==> src/rtl/serial_subtract_ctrl.sv <==
// Bit-serial subtractor controller: runs one full-subtractor cell over WIDTH bits, LSB first.
// Optional signed-overflow output is enabled by defining SERIAL_SUB_OVF_EN.
module serial_subtract_ctrl #(
    parameter  int WIDTH = 8,
    localparam int CNT_W = $clog2(WIDTH) + 1
) (
    input  logic             clk,
    input  logic             rst,
    input  logic             start,
    input  logic [WIDTH-1:0] minuend,
    input  logic [WIDTH-1:0] subtrahend,
    input  logic             inborrow,
    output logic             busy,
    output logic             done,
    output logic [WIDTH-1:0] diff,
`ifdef SERIAL_SUB_OVF_EN
    output logic             overflow,
`endif
    output logic             outborrow
);

    typedef enum logic [1:0] {IDLE, RUN, DONE} state_t;

    state_t             state_q, state_d;
    logic [WIDTH-1:0]   a_q, a_d, b_q, b_d, res_q, res_d, diff_q, diff_d;
    logic [CNT_W-1:0]   cnt_q, cnt_d;
    logic               br_q, br_d, ob_q, ob_d;
`ifdef SERIAL_SUB_OVF_EN
    logic               ovf_q, ovf_d;
`endif

    logic             abit, bbit, dbit, br_nxt, last, accept;
    logic [WIDTH-1:0] res_shift;

    // Operands shift right, so bit 0 always holds the bit being processed;
    // on the final bit it is the original MSB, which the overflow term needs.
    assign abit      = a_q[0];
    assign bbit      = b_q[0];
    assign dbit      = abit ^ bbit ^ br_q;
    assign br_nxt    = (~abit & bbit) | (~(abit ^ bbit) & br_q);
    assign res_shift = {dbit, res_q[WIDTH-1:1]};
    assign last      = (cnt_q == CNT_W'(WIDTH - 1));
    assign accept    = (state_q != RUN) && start;

    always_ff @(posedge clk) begin
        if (rst) begin
            state_q <= IDLE;
            a_q     <= '0;
            b_q     <= '0;
            res_q   <= '0;
            diff_q  <= '0;
            cnt_q   <= '0;
            br_q    <= 1'b0;
            ob_q    <= 1'b0;
`ifdef SERIAL_SUB_OVF_EN
            ovf_q   <= 1'b0;
`endif
        end else begin
            state_q <= state_d;
            a_q     <= a_d;
            b_q     <= b_d;
            res_q   <= res_d;
            diff_q  <= diff_d;
            cnt_q   <= cnt_d;
            br_q    <= br_d;
            ob_q    <= ob_d;
`ifdef SERIAL_SUB_OVF_EN
            ovf_q   <= ovf_d;
`endif
        end
    end

    always_comb begin
        state_d = state_q;
        case (state_q)
            IDLE:    if (start) state_d = RUN;
            RUN:     if (last) state_d = DONE;
            DONE:    state_d = start ? RUN : IDLE;
            default: state_d = IDLE;
        endcase
    end

    always_comb begin
        busy = (state_q == RUN);
        done = (state_q == DONE);
    end

    always_comb begin
        a_d    = a_q;
        b_d    = b_q;
        res_d  = res_q;
        diff_d = diff_q;
        cnt_d  = cnt_q;
        br_d   = br_q;
        ob_d   = ob_q;
`ifdef SERIAL_SUB_OVF_EN
        ovf_d  = ovf_q;
`endif
        if (accept) begin
            a_d   = minuend;
            b_d   = subtrahend;
            br_d  = inborrow;
            cnt_d = '0;
            res_d = '0;
        end else if (state_q == RUN) begin
            a_d   = a_q >> 1;
            b_d   = b_q >> 1;
            br_d  = br_nxt;
            cnt_d = cnt_q + CNT_W'(1);
            res_d = res_shift;
            if (last) begin
                diff_d = res_shift;
                ob_d   = br_nxt;
`ifdef SERIAL_SUB_OVF_EN
                ovf_d  = (abit != bbit) && (dbit != abit);
`endif
            end
        end
    end

    assign diff      = diff_q;
    assign outborrow = ob_q;
`ifdef SERIAL_SUB_OVF_EN
    assign overflow  = ovf_q;
`endif

endmodule
==> config.mk <==
export PLATFORM = sky130hd
export DESIGN_NAME = serial_subtract_ctrl
export DESIGN_NICKNAME = d
export VERILOG_FILES = /design/src/rtl/serial_subtract_ctrl.sv
export SDC_FILE = /design/constraint.sdc
export NUM_CORES = 1
export LEC_CHECK = 0
export BUFFER_PORTS_ARGS = -buffer_cell sky130_fd_sc_hd__buf_2
export CAP_MARGIN = 15
export CORE_ASPECT_RATIO = 1.25
export CORE_MARGIN = 2
export CORE_UTILIZATION = 58
export DETAILED_ROUTE_END_ITERATION = 10
export PLACE_DENSITY = 0.82
export REMOVE_ABC_BUFFERS = 1
export SYNTH_ARGS = -nofsm -noshare
export SYNTH_HDL_FRONTEND = slang
export SYNTH_SLANG_ARGS = --single-unit
==> constraint.sdc <==
create_clock -name clk -period 2.7 [get_ports clk]
set_input_delay 0.405 -clock clk [delete_from_list [all_inputs] [get_ports clk]]
set_output_delay 0.405 -clock clk [all_outputs]
set_load 0.05 [all_outputs]
==> flow_metrics.py <==
metrics = {
    "worst_hold_path": {
        "hold_start": "subtrahend[7]",
        "whs_path_depth": 3,
        "worst_hold_path_type": "primary input to register",
        "hold_end": "b_q[7]",
    },
    "finish": {
        "final_common_cell": "dfxtp_1",
        "seq_area_um2": 781,
        "final.fill_count": 244,
        "layout_common_cells": "39 x dfxtp_1, 30 x buf_2, 18 x a21oi_1",
        "syn2layout_area_growth_pct": 9.17,
        "fin_cells": 233,
        "nets": 220,
        "multi_input_area_um2": 744,
        "layout-drive-gt1-share_pct": 21.1,
        "diodes": 0,
    },
    "grt": {
        "grt_pass1_wl_um": 5260,
        "grt_pass1_vias": 1226,
        "grt_usage_pct": 21.4,
        "antenna_found_initial": 0,
        "grt_overflow": 0,
        "grt_max_degree": 51,
    },
    "floorplanning": {
        "fp-row-count": 21,
        "die_h_um": 63.4,
        "dieArea_mm2": 0.00327,
        "coreArea_mm2": 0.00268,
        "start_util_pct": 61.1,
        "die_w_um": 51.5,
        "ios": 31,
    },
    "sta": {
        "rsz0062_at_grt": "false",
        "fin_ws_ns": 0.416,
        "max_freq_mhz": 438,
        "slew_violations": 0,
        "setup_tns_ns": 0,
        "max_slew_margin_pct": 64.9,
        "holdWs_ns": 0.336,
        "worstMarginPinSlew_ns": 0.527,
        "min_period_ns": 2.28,
        "finalHoldViolCount": 0,
        "fin_skew_ns": 0.0126,
        "finalCritPeriodShare_pct": 84.6,
        "setup_viol": 0,
    },
    "logic_synthesis": {
        "avgSynthCellArea_um2": 9.35,
        "synth_cells": 175,
        "yosysTopAreaCellShare_pct": 47.7,
        "yosys_register_bits": 39,
        "synthSimpleGateAreaFrac_pct": 15.0,
        "synth_area_leaders": "dfxtp_1 48%, mux2i_1 9.8%, a211oi_1 6.9%",
        "ys_types": 29,
        "synth-seq-area-share_pct": 47.7,
        "synth_mux_area_share_pct": 9.79,
        "synth_top_area_cell": "dfxtp_1",
        "yosys_warnings": 0,
        "synth_xor_xnor_area_share_pct": 1.07,
        "yosys.area_share.adder_pct": 1.99,
        "synth_top_family_by_area": "compound AO/OA/AOI/OAI gates",
        "synth_compound_area_share_pct": 17.7,
        "synth.cell_area_mm2": 0.00164,
    },
    "power": {
        "switchingPower_w": 0.000293,
        "power.share.switching_pct": 28.1,
        "vdd_drop_max_uv": 466,
        "power_leakage_nw": 0.738,
        "p_comb_share_pct": 11.7,
        "p_per_area_mw_per_mm2": 584,
        "power_frac_clock_pct": 28.9,
        "cell_internal_pwr_w": 0.000750,
        "seq_power_share_pct": 59.3,
    },
    "run_status": {
        "outcome": "complete, no violations",
    },
    "route": {
        "first_pass_iters": 4,
        "wl_per_cell_um": 12.6,
        "ant_nets": 0,
        "via_per_inst": 5.48,
        "remaining_drc_errors": 0,
        "dr_total_vias": 1278,
        "wl_um": 2940,
        "drt_iter0_drc": 38,
    },
    "clocking": {
        "worstSkewPairLatency_ns": 0.36,
        "cts_tree": "built",
        "root_buffer": "clkbuf_4",
        "postCtsResizedCells": 0,
        "numCtsBuffers": 5,
        "cts.sinks": 39,
        "cts_setup_buffers": 0,
        "htreeDepth": 2,
        "cts_buffer_depth": 2,
        "path_clk_slew_ns": 0.13,
        "hold_buffers": 0,
    },
    "setup_path": {
        "path_max_fanout": 50,
        "crit_buf_inv": 2,
        "rr_startpoint": "state_q[0]",
        "cp_slowest_cell": "dfxtp_1",
        "cp.arrival_ns": 1.88,
        "cp-start-kind": "register",
        "worstReg2RegEnd": "outborrow",
        "cp_top_family": "buffers and inverters",
        "cp_slowest_stage_delay_ns": 0.44,
        "worstSetupPathType": "register to output pin",
        "path_cells": "nand2b_4 > inv_2 > buf_2",
        "worst-r2r-cell-count": 4,
        "rrSetupSlack_ns": 1.11,
        "cp.required_ns": 2.30,
        "cp-end-kind": "output pin",
    },
    "place": {
        "place_worst_setup_slack_ns": 0.838,
        "gp_congestion": 0.717,
        "place_inst": 225,
        "dp_hpwl_um": 1950,
        "io_buffers": 30,
    },
    "run": {
        "max_cap_violations": 0,
    },
}
synth_stat cells, drive strengths merged:
cell and count:
ha 1, nor2b 1, dfxtp 39, nand2 17, a21oi 19, fa 1
a21o 1, xor2 1, nand3 9, mux2i 16, a311oi 1, nor2 17
nor3 3, o21ai 9, buf 14, nand2b 1, and3b 1, o211a 1
or3 1, xnor2 1, inv 3, nand3b 2, a211oi 15, and2b 1
registers in the layout (all words and copies together), names as in the netlist:
register / flops
cnt_q: 4
outborrow: 1
state_q: 2
br_q: 1
b_q: 8
res_q: 7
a_q: 8
diff: 8
power groups by stage:
stage / Clock, W / Combinational, W / Sequential [W]
6_report: 0.000302 / 0.000122 / 0.000619
5_1_grt: 0.000333 / 0.000139 / 0.000622
4_1_cts: 0.000306 / 0.000122 / 0.000619
3_5_place_dp: 0 / 0.000122 / 0.000631
3_3_place_gp: 0 / 0.000117 / 0.000630
2_1_floorplan: 0 / 0.0000806 / 0.000627
metal layers:
layer | routed length, um | global-route usage (%) | up-vias | share of wire, %
li1 | - | - | 656 | -
met1 | 1330 | 24.8 | 589 | 45
met2 | 1410 | 34.9 | 28 | 48
met3 | 135 | 4.98 | 5 | 4.6
met4 | 63 | 12.8 | 0 | 2.1
met5 | 0 | 0 | - | 0
area by class of cell:
| class | count | share of cell area, % |
|---|---|---|
| sequential | 39 | 43.7 |
| multi-input combinational | 119 | 41.7 |
| timing repair buffer | 30 | 8.40 |
| tap | 34 | 2.38 |
| clock buffer | 5 | 2.10 |
| clock inverter | 3 | 1.12 |
| inverter | 3 | 0.630 |
worst max path at each step:
| stage | cells past startpoint | endpoint | from | slack (ns) |
|---|---|---|---|---|
| after global placement | 3 | busy | state_q[0] | 0.87 |
| after detailed placement | 3 | busy | state_q[0] | 0.84 |
| final | 3 | busy | state_q[0] | 0.42 |
| after floorplan | 4 | outborrow | state_q[0] | 1.21 |
| after global routing | 3 | busy | state_q[0] | 0.28 |
| after CTS | 3 | busy | state_q[0] | 0.44 |
stage by stage:
| step | utilization (%) | cell area [um^2] | power (W) |
|---|---|---|---|
| 2_1_floorplan | - | 1540 | 0.000708 |
| 3_3_place_gp | 64.5 | 1730 | 0.000747 |
| 3_5_place_dp | 64.5 | 1730 | 0.000754 |
| 4_1_cts | 66.7 | 1790 | 0.00105 |
| 5_1_grt | 66.7 | 1790 | 0.00109 |
| 6_report | 66.7 | 1790 | 0.00104 |
worst register-to-register path: cells and delay by family (launching register included):
kind            cells  cell delay [ns]
compound gates      2             0.33
buf+inv             1             0.44
flops               1             0.44
simple gates        1             0.31
kinds of logic after synthesis:
group,after synthesis
and+or+nand+nor,53
AOI/OAI and AO/OA,46
DFF,39
buffers and inverters,17
muxes,16
xor gates and xnor gates,2
adders and majority gates,2
Note: power is estimated with default switching activity, not from simulation.
